==> config.mk <==
export PLATFORM = sky130hd
export DESIGN_NAME = maze_path_replayer
export DESIGN_NICKNAME = d
export VERILOG_FILES = /design/src/rtl/maze_path_replayer.sv
export SDC_FILE = /design/constraint.sdc
export NUM_CORES = 1
export LEC_CHECK = 0
export BUFFER_PORTS_ARGS = -buffer_cell sky130_fd_sc_hd__buf_2
export CORE_UTILIZATION = 50
export DETAILED_ROUTE_END_ITERATION = 6
export GPL_TIMING_DRIVEN = 0
export PLACE_DENSITY = 0.82
export RECOVER_POWER = 25
export SYNTH_ARGS = -nofsm -noshare
export SYNTH_HDL_FRONTEND = slang
export SYNTH_SLANG_ARGS = --single-unit
export TNS_END_PERCENT = 50
==> constraint.sdc <==
create_clock -name CLK -period 3.1 [get_ports CLK]
set_input_delay 0.31 -clock CLK [delete_from_list [all_inputs] [get_ports CLK]]
set_output_delay 0.31 -clock CLK [all_outputs]
set_load 0.01 [all_outputs]
==> src/rtl/maze_path_replayer.sv <==
// Replays a solver move stream from the start cell and emits every visited cell.
// Define REPLAY_VISIT_CHECK_EN to add a visited-cell map that rejects path loops.
module maze_path_replayer #(
  parameter int WIDTH   = 4,
  parameter int START_I = 0,
  parameter int START_J = 0,
  parameter int GOAL_I  = 15,
  parameter int GOAL_J  = 15,
  parameter int CNT_W   = 8
) (
  input  logic             CLK,
  input  logic             RST,
  input  logic             Start,
  input  logic             moveValid,
  input  logic [1:0]       move,
  input  logic             moveLast,
  output logic             moveReady,
  output logic             posValid,
  output logic [WIDTH-1:0] posI,
  output logic [WIDTH-1:0] posJ,
  input  logic             posReady,
  output logic             Busy,
  output logic             Done,
  output logic             Error,
  output logic [CNT_W-1:0] stepCount
);

  localparam logic [WIDTH-1:0] START_I_W = WIDTH'(START_I);
  localparam logic [WIDTH-1:0] START_J_W = WIDTH'(START_J);
  localparam logic [WIDTH-1:0] GOAL_I_W  = WIDTH'(GOAL_I);
  localparam logic [WIDTH-1:0] GOAL_J_W  = WIDTH'(GOAL_J);
  localparam logic [WIDTH-1:0] ONE_W     = {{(WIDTH-1){1'b0}}, 1'b1};
  localparam logic [CNT_W-1:0] ONE_C     = {{(CNT_W-1){1'b0}}, 1'b1};

  typedef enum logic [2:0] {IDLE, EMIT, WAIT, DONE, ERR} state_t;

  state_t           state_q, state_d;
  logic [WIDTH-1:0] pos_i_q, pos_i_d, pos_j_q, pos_j_d;
  logic [WIDTH-1:0] next_i, next_j;
  logic [CNT_W-1:0] step_q, step_d;
  logic             last_q, last_d;
  logic             oob, revisit;
  logic             move_ready_q, move_ready_d;
  logic             pos_valid_q, pos_valid_d;
  logic             busy_q, busy_d;
  logic             done_q, done_d;
  logic             error_q, error_d;

`ifdef REPLAY_VISIT_CHECK_EN
  localparam int CELLS = 1 << (2 * WIDTH);
  logic [CELLS-1:0]   visited_q, visited_d;
  logic [2*WIDTH-1:0] tgt_idx;
  assign tgt_idx = {next_i, next_j};
  assign revisit = visited_q[tgt_idx];
`else
  assign revisit = 1'b0;
`endif

  // Target cell of the offered move; oob flags a step off the grid edge.
  always_comb begin
    next_i = pos_i_q;
    next_j = pos_j_q;
    oob    = 1'b0;
    case (move)
      2'b00: begin next_j = pos_j_q + ONE_W; oob = &pos_j_q;  end
      2'b01: begin next_i = pos_i_q + ONE_W; oob = &pos_i_q;  end
      2'b10: begin next_j = pos_j_q - ONE_W; oob = ~|pos_j_q; end
      default: begin next_i = pos_i_q - ONE_W; oob = ~|pos_i_q; end
    endcase
  end

  always_comb begin
    state_d = state_q;
    pos_i_d = pos_i_q;
    pos_j_d = pos_j_q;
    step_d  = step_q;
    last_d  = last_q;
`ifdef REPLAY_VISIT_CHECK_EN
    visited_d = visited_q;
`endif
    case (state_q)
      IDLE, DONE, ERR: begin
        if (Start) begin
          state_d = EMIT;
          pos_i_d = START_I_W;
          pos_j_d = START_J_W;
          step_d  = '0;
          last_d  = 1'b0;
`ifdef REPLAY_VISIT_CHECK_EN
          visited_d = '0;
          visited_d[{START_I_W, START_J_W}] = 1'b1;
`endif
        end
      end
      EMIT: begin
        if (posReady) begin
          if (pos_i_q == GOAL_I_W && pos_j_q == GOAL_J_W) state_d = DONE;
          else if (last_q)                                 state_d = ERR;
          else                                             state_d = WAIT;
        end
      end
      WAIT: begin
        // Rejections leave position and step count untouched.
        if (moveValid) begin
          if (oob || revisit || (&step_q)) begin
            state_d = ERR;
          end else begin
            state_d = EMIT;
            pos_i_d = next_i;
            pos_j_d = next_j;
            step_d  = step_q + ONE_C;
            last_d  = moveLast;
`ifdef REPLAY_VISIT_CHECK_EN
            visited_d[tgt_idx] = 1'b1;
`endif
          end
        end
      end
      default: state_d = IDLE;
    endcase

    move_ready_d = (state_d == WAIT);
    pos_valid_d  = (state_d == EMIT);
    busy_d       = (state_d == EMIT) || (state_d == WAIT);
    done_d       = (state_d == DONE);
    error_d      = (state_d == ERR);
  end

  always_ff @(posedge CLK) begin
    if (RST) begin
      state_q      <= IDLE;
      pos_i_q      <= START_I_W;
      pos_j_q      <= START_J_W;
      step_q       <= '0;
      last_q       <= 1'b0;
      move_ready_q <= 1'b0;
      pos_valid_q  <= 1'b0;
      busy_q       <= 1'b0;
      done_q       <= 1'b0;
      error_q      <= 1'b0;
`ifdef REPLAY_VISIT_CHECK_EN
      visited_q    <= '0;
`endif
    end else begin
      state_q      <= state_d;
      pos_i_q      <= pos_i_d;
      pos_j_q      <= pos_j_d;
      step_q       <= step_d;
      last_q       <= last_d;
      move_ready_q <= move_ready_d;
      pos_valid_q  <= pos_valid_d;
      busy_q       <= busy_d;
      done_q       <= done_d;
      error_q      <= error_d;
`ifdef REPLAY_VISIT_CHECK_EN
      visited_q    <= visited_d;
`endif
    end
  end

  assign moveReady = move_ready_q;
  assign posValid  = pos_valid_q;
  assign posI      = pos_i_q;
  assign posJ      = pos_j_q;
  assign Busy      = busy_q;
  assign Done      = done_q;
  assign Error     = error_q;
  assign stepCount = step_q;

endmodule

==> flow_summary_export.csv <==
group,metric,value,unit
logic_synthesis,synth_cells,159,
timing,fin_crit_sh,0.720,
timing,fin_ws,0.867,ns
floorplanning,ios,29,
setup_path,path_max_fanout,7,
route,dr.pass1.iters,4,
logic_synthesis,synth_ff_type,"dfxtp_1",
placed_design,placed_cell_area,1550,um2
global_routing,gr-usage-all-layers,0.221,
global_routing,antenna_found_initial,0,
logic_synthesis,avgSynthCellArea,8.61,um2
logic_synthesis,synth_warnings,0,
floorplanning,start_util,0.543,
route,drc,0,
timing,setup_viol,0,
cells_and_area,final_area,1560,um2
clock_tree,postCtsSetupBuffers,0,
floorplanning,std_cell_rows,18,
route,dr.first_iter.drc_count,32,
timing,hold_viol_final,0,
route,detail-route-antenna-nets,0,
clock_tree,cts.clk_slew.worst_paths,0.14,ns
floorplanning,die_w,54.3,um
global_routing,grt_overflow,0,
status,status,"complete, no violations",
clock_tree,cts_made_buffers,3,
timing,skew,0.00440,ns
cells_and_area,syn2layout_area_growth,14.0,%
logic_synthesis,synth.yosys.seq_area_share,0.366,
cells_and_area,nets,207,
clock_tree,post_cts_resized,0,
clock_tree,htree_levels,1,
setup_path,worstSetupPathType,"register to register",
flow_run,maxCapViolCount,0,
placed_design,gp_congestion,0.818,
clock_tree,cts_root_buf,"clkbuf_4",
setup_path,crit_arrival,2.48,ns
timing,final.min_clock_period,2.23,ns
logic_synthesis,synth-seq-cells,25,
timing,relSlewSlack,0.518,
cells_and_area,drive_gt1_frac,0.157,
timing,fin_setup_tns,0,ns
cells_and_area,n_fill_cell,228,
logic_synthesis,syn_nets,174,
clock_tree,worst_skew_pair.late_latency,0.32,ns
floorplanning,dieHeight,54.3,um
placed_design,io_buffers,28,
clock_tree,clkSinkCount,25,
logic_synthesis,synth_area,1370,um2
logic_synthesis,synthArstFlopShare,0,
route,drt-total-wl,3010,um
clock_tree,tritoncts,"yes",
timing,tightestPinTransition,0.718,ns
pwr,vdd_drop_max,0.330,mV
timing,max_clock_freq,448,MHz
cells_and_area,diodes,0,
cells_and_area,ff_latch_area,500,um2
timing,rsz0062_at_grt,"no",
setup_path,crit_required,3.34,ns
clock_tree,cts_buffer_depth,2,
pwr,p_leak,0.658,nW
global_routing,grt_pass1_vias,1155,
global_routing,grt_start_max_net_pins,15,
logic_synthesis,synth_cell_types,41,
route,post_drt_wl_per_cell,13.6,um
floorplanning,core,2520,um2
floorplanning,die_area,2950,um2
timing,report.final.slew_viol_count,0,
min_path,hp-class,"input pin to register",
setup_path,critPathLaunchType,"register",
clock_tree,holdBufCountCts,0,
min_path,whs_path_depth,3,
cells_and_area,multiInputGateArea,820,um2
route,vias,1307,
placed_design,dpl.hpwl,2260,um
logic_synthesis,synth_edf_count,0,
setup_path,cp-end-kind,"register",
setup_path,r2r_cells,6,
pwr,powerDensity,356,nW/um2
route,avgViaCountPerCell,5.91,
placed_design,pre_cts_ws,0.683,ns
global_routing,grt_pass1_wl,4750,um
[layout make-up]
cell class,count,area share
multi-input cells,122,0.525
flip-flops and latches,25,0.321
repair buffers,28,0.0810
well taps,30,0.0241
inverters,8,0.0192
clock buffers,3,0.0144
plain buffers,4,0.0120
clock inverters,1,0.00321
[Yosys cell counts (all sizes together) (3+ instances only)]
cell	instances	area, um2
dfxtp	25	500
nand2	16	60.1
o21ai	15	75.1
nor2	11	48.8
a21oi	10	72.6
inv	8	30.0
nand3	7	40.0
o31ai	7	52.6
nand2b	6	37.5
ha	5	62.6
and3	4	25.0
or3	4	25.0
xor2	4	35.0
a21o	3	22.5
nor2b	3	18.8
nor3	3	15.0
[registers in the layout, summed over array words and instances (netlist names)]
| signal | count |
|---|---|
| Busy | 1 |
| Done | 1 |
| Error | 1 |
| last_q | 1 |
| moveReady | 1 |
| posI | 4 |
| posJ | 4 |
| posValid | 1 |
| state_q | 3 |
| stepCount | 8 |
[report_power, final]
| group | internal [mW] | switching [mW] | leakage [nW] |
|---|---|---|---|
| combinational | 0.0285 | 0.0451 | 0.438 |
| sequential | 0.328 | 0.00390 | 0.202 |
| clock | 0.0483 | 0.101 | 0.0177 |
[layer usage]
metal  GRT usage  wire (um)  vias up
li1            -          -      639
met3      0.0306        102        8
met1       0.250       1340      622
met5           0          0        -
met2       0.400       1500       38
met4       0.107         63        0
[metrics by stage]
stage	std cells	hold WS, ns	util	power [mW]
final	221	0.223	0.619	0.555
after global routing	221	0.226	0.619	0.583
after CTS	221	0.234	0.624	0.556
after detailed placement	217	0.486	0.613	0.413
after global placement	217	0.479	0.613	0.410
after floorplan	159	0.440	-	0.391
[cell usage in the layout (no fill, tap or decap), types with 2 or more instances in the layout]
cell and instances:
a21o_1 3, a21oi_1 8, a21oi_4 2, and3_1 4, buf_2 17, clkbuf_1 13, clkbuf_4 3, dfxtp_1 25
fa_1 2, ha_1 5, inv_1 8, mux2i_1 2, nand2_1 16, nand2b_1 6, nand3_1 6, nand3b_1 2
nand4_1 2, nor2_1 10, nor2b_1 3, nor3_1 3, o21ai_0 8, o21ai_1 7, o31ai_1 7, or3_1 4
or3b_2 2, or4_1 2, xor2_1 4
[logic make-up (layout without fill, tap and decap cells)]
| family | count (synthesis) | in the layout | synth area share |
|---|---|---|---|
| buffers and inverters | 12 | 44 | 0.0357 |
| DFF | 25 | 25 | 0.366 |
| muxes | 3 | 3 | 0.0311 |
| and+or+nand+nor | 66 | 66 | 0.261 |
| AOI/OAI and AO/OA | 42 | 42 | 0.207 |
| xor gates and xnor gates | 4 | 4 | 0.0256 |
| adders and majority gates | 7 | 7 | 0.0750 |
[path summary, 6_finish.rpt]
kind / from / end / slack [ns]
max: posJ[3] / stepCount[2] / 0.87
min: moveLast / last_q / 0.22
max reg2reg: posJ[3] / stepCount[2] / 0.87
min reg2reg: last_q / last_q / 0.50
[worst max-delay path: stages, from the launching register on]
cell     delay, ns
dfxtp_1       0.39
or4_1         0.55
mux4_2        0.51
a32o_2        0.36
nor2_4        0.19
o21ai_1       0.10
o31ai_1       0.07
No activity file was read; power rests on OpenSTA's default activity.
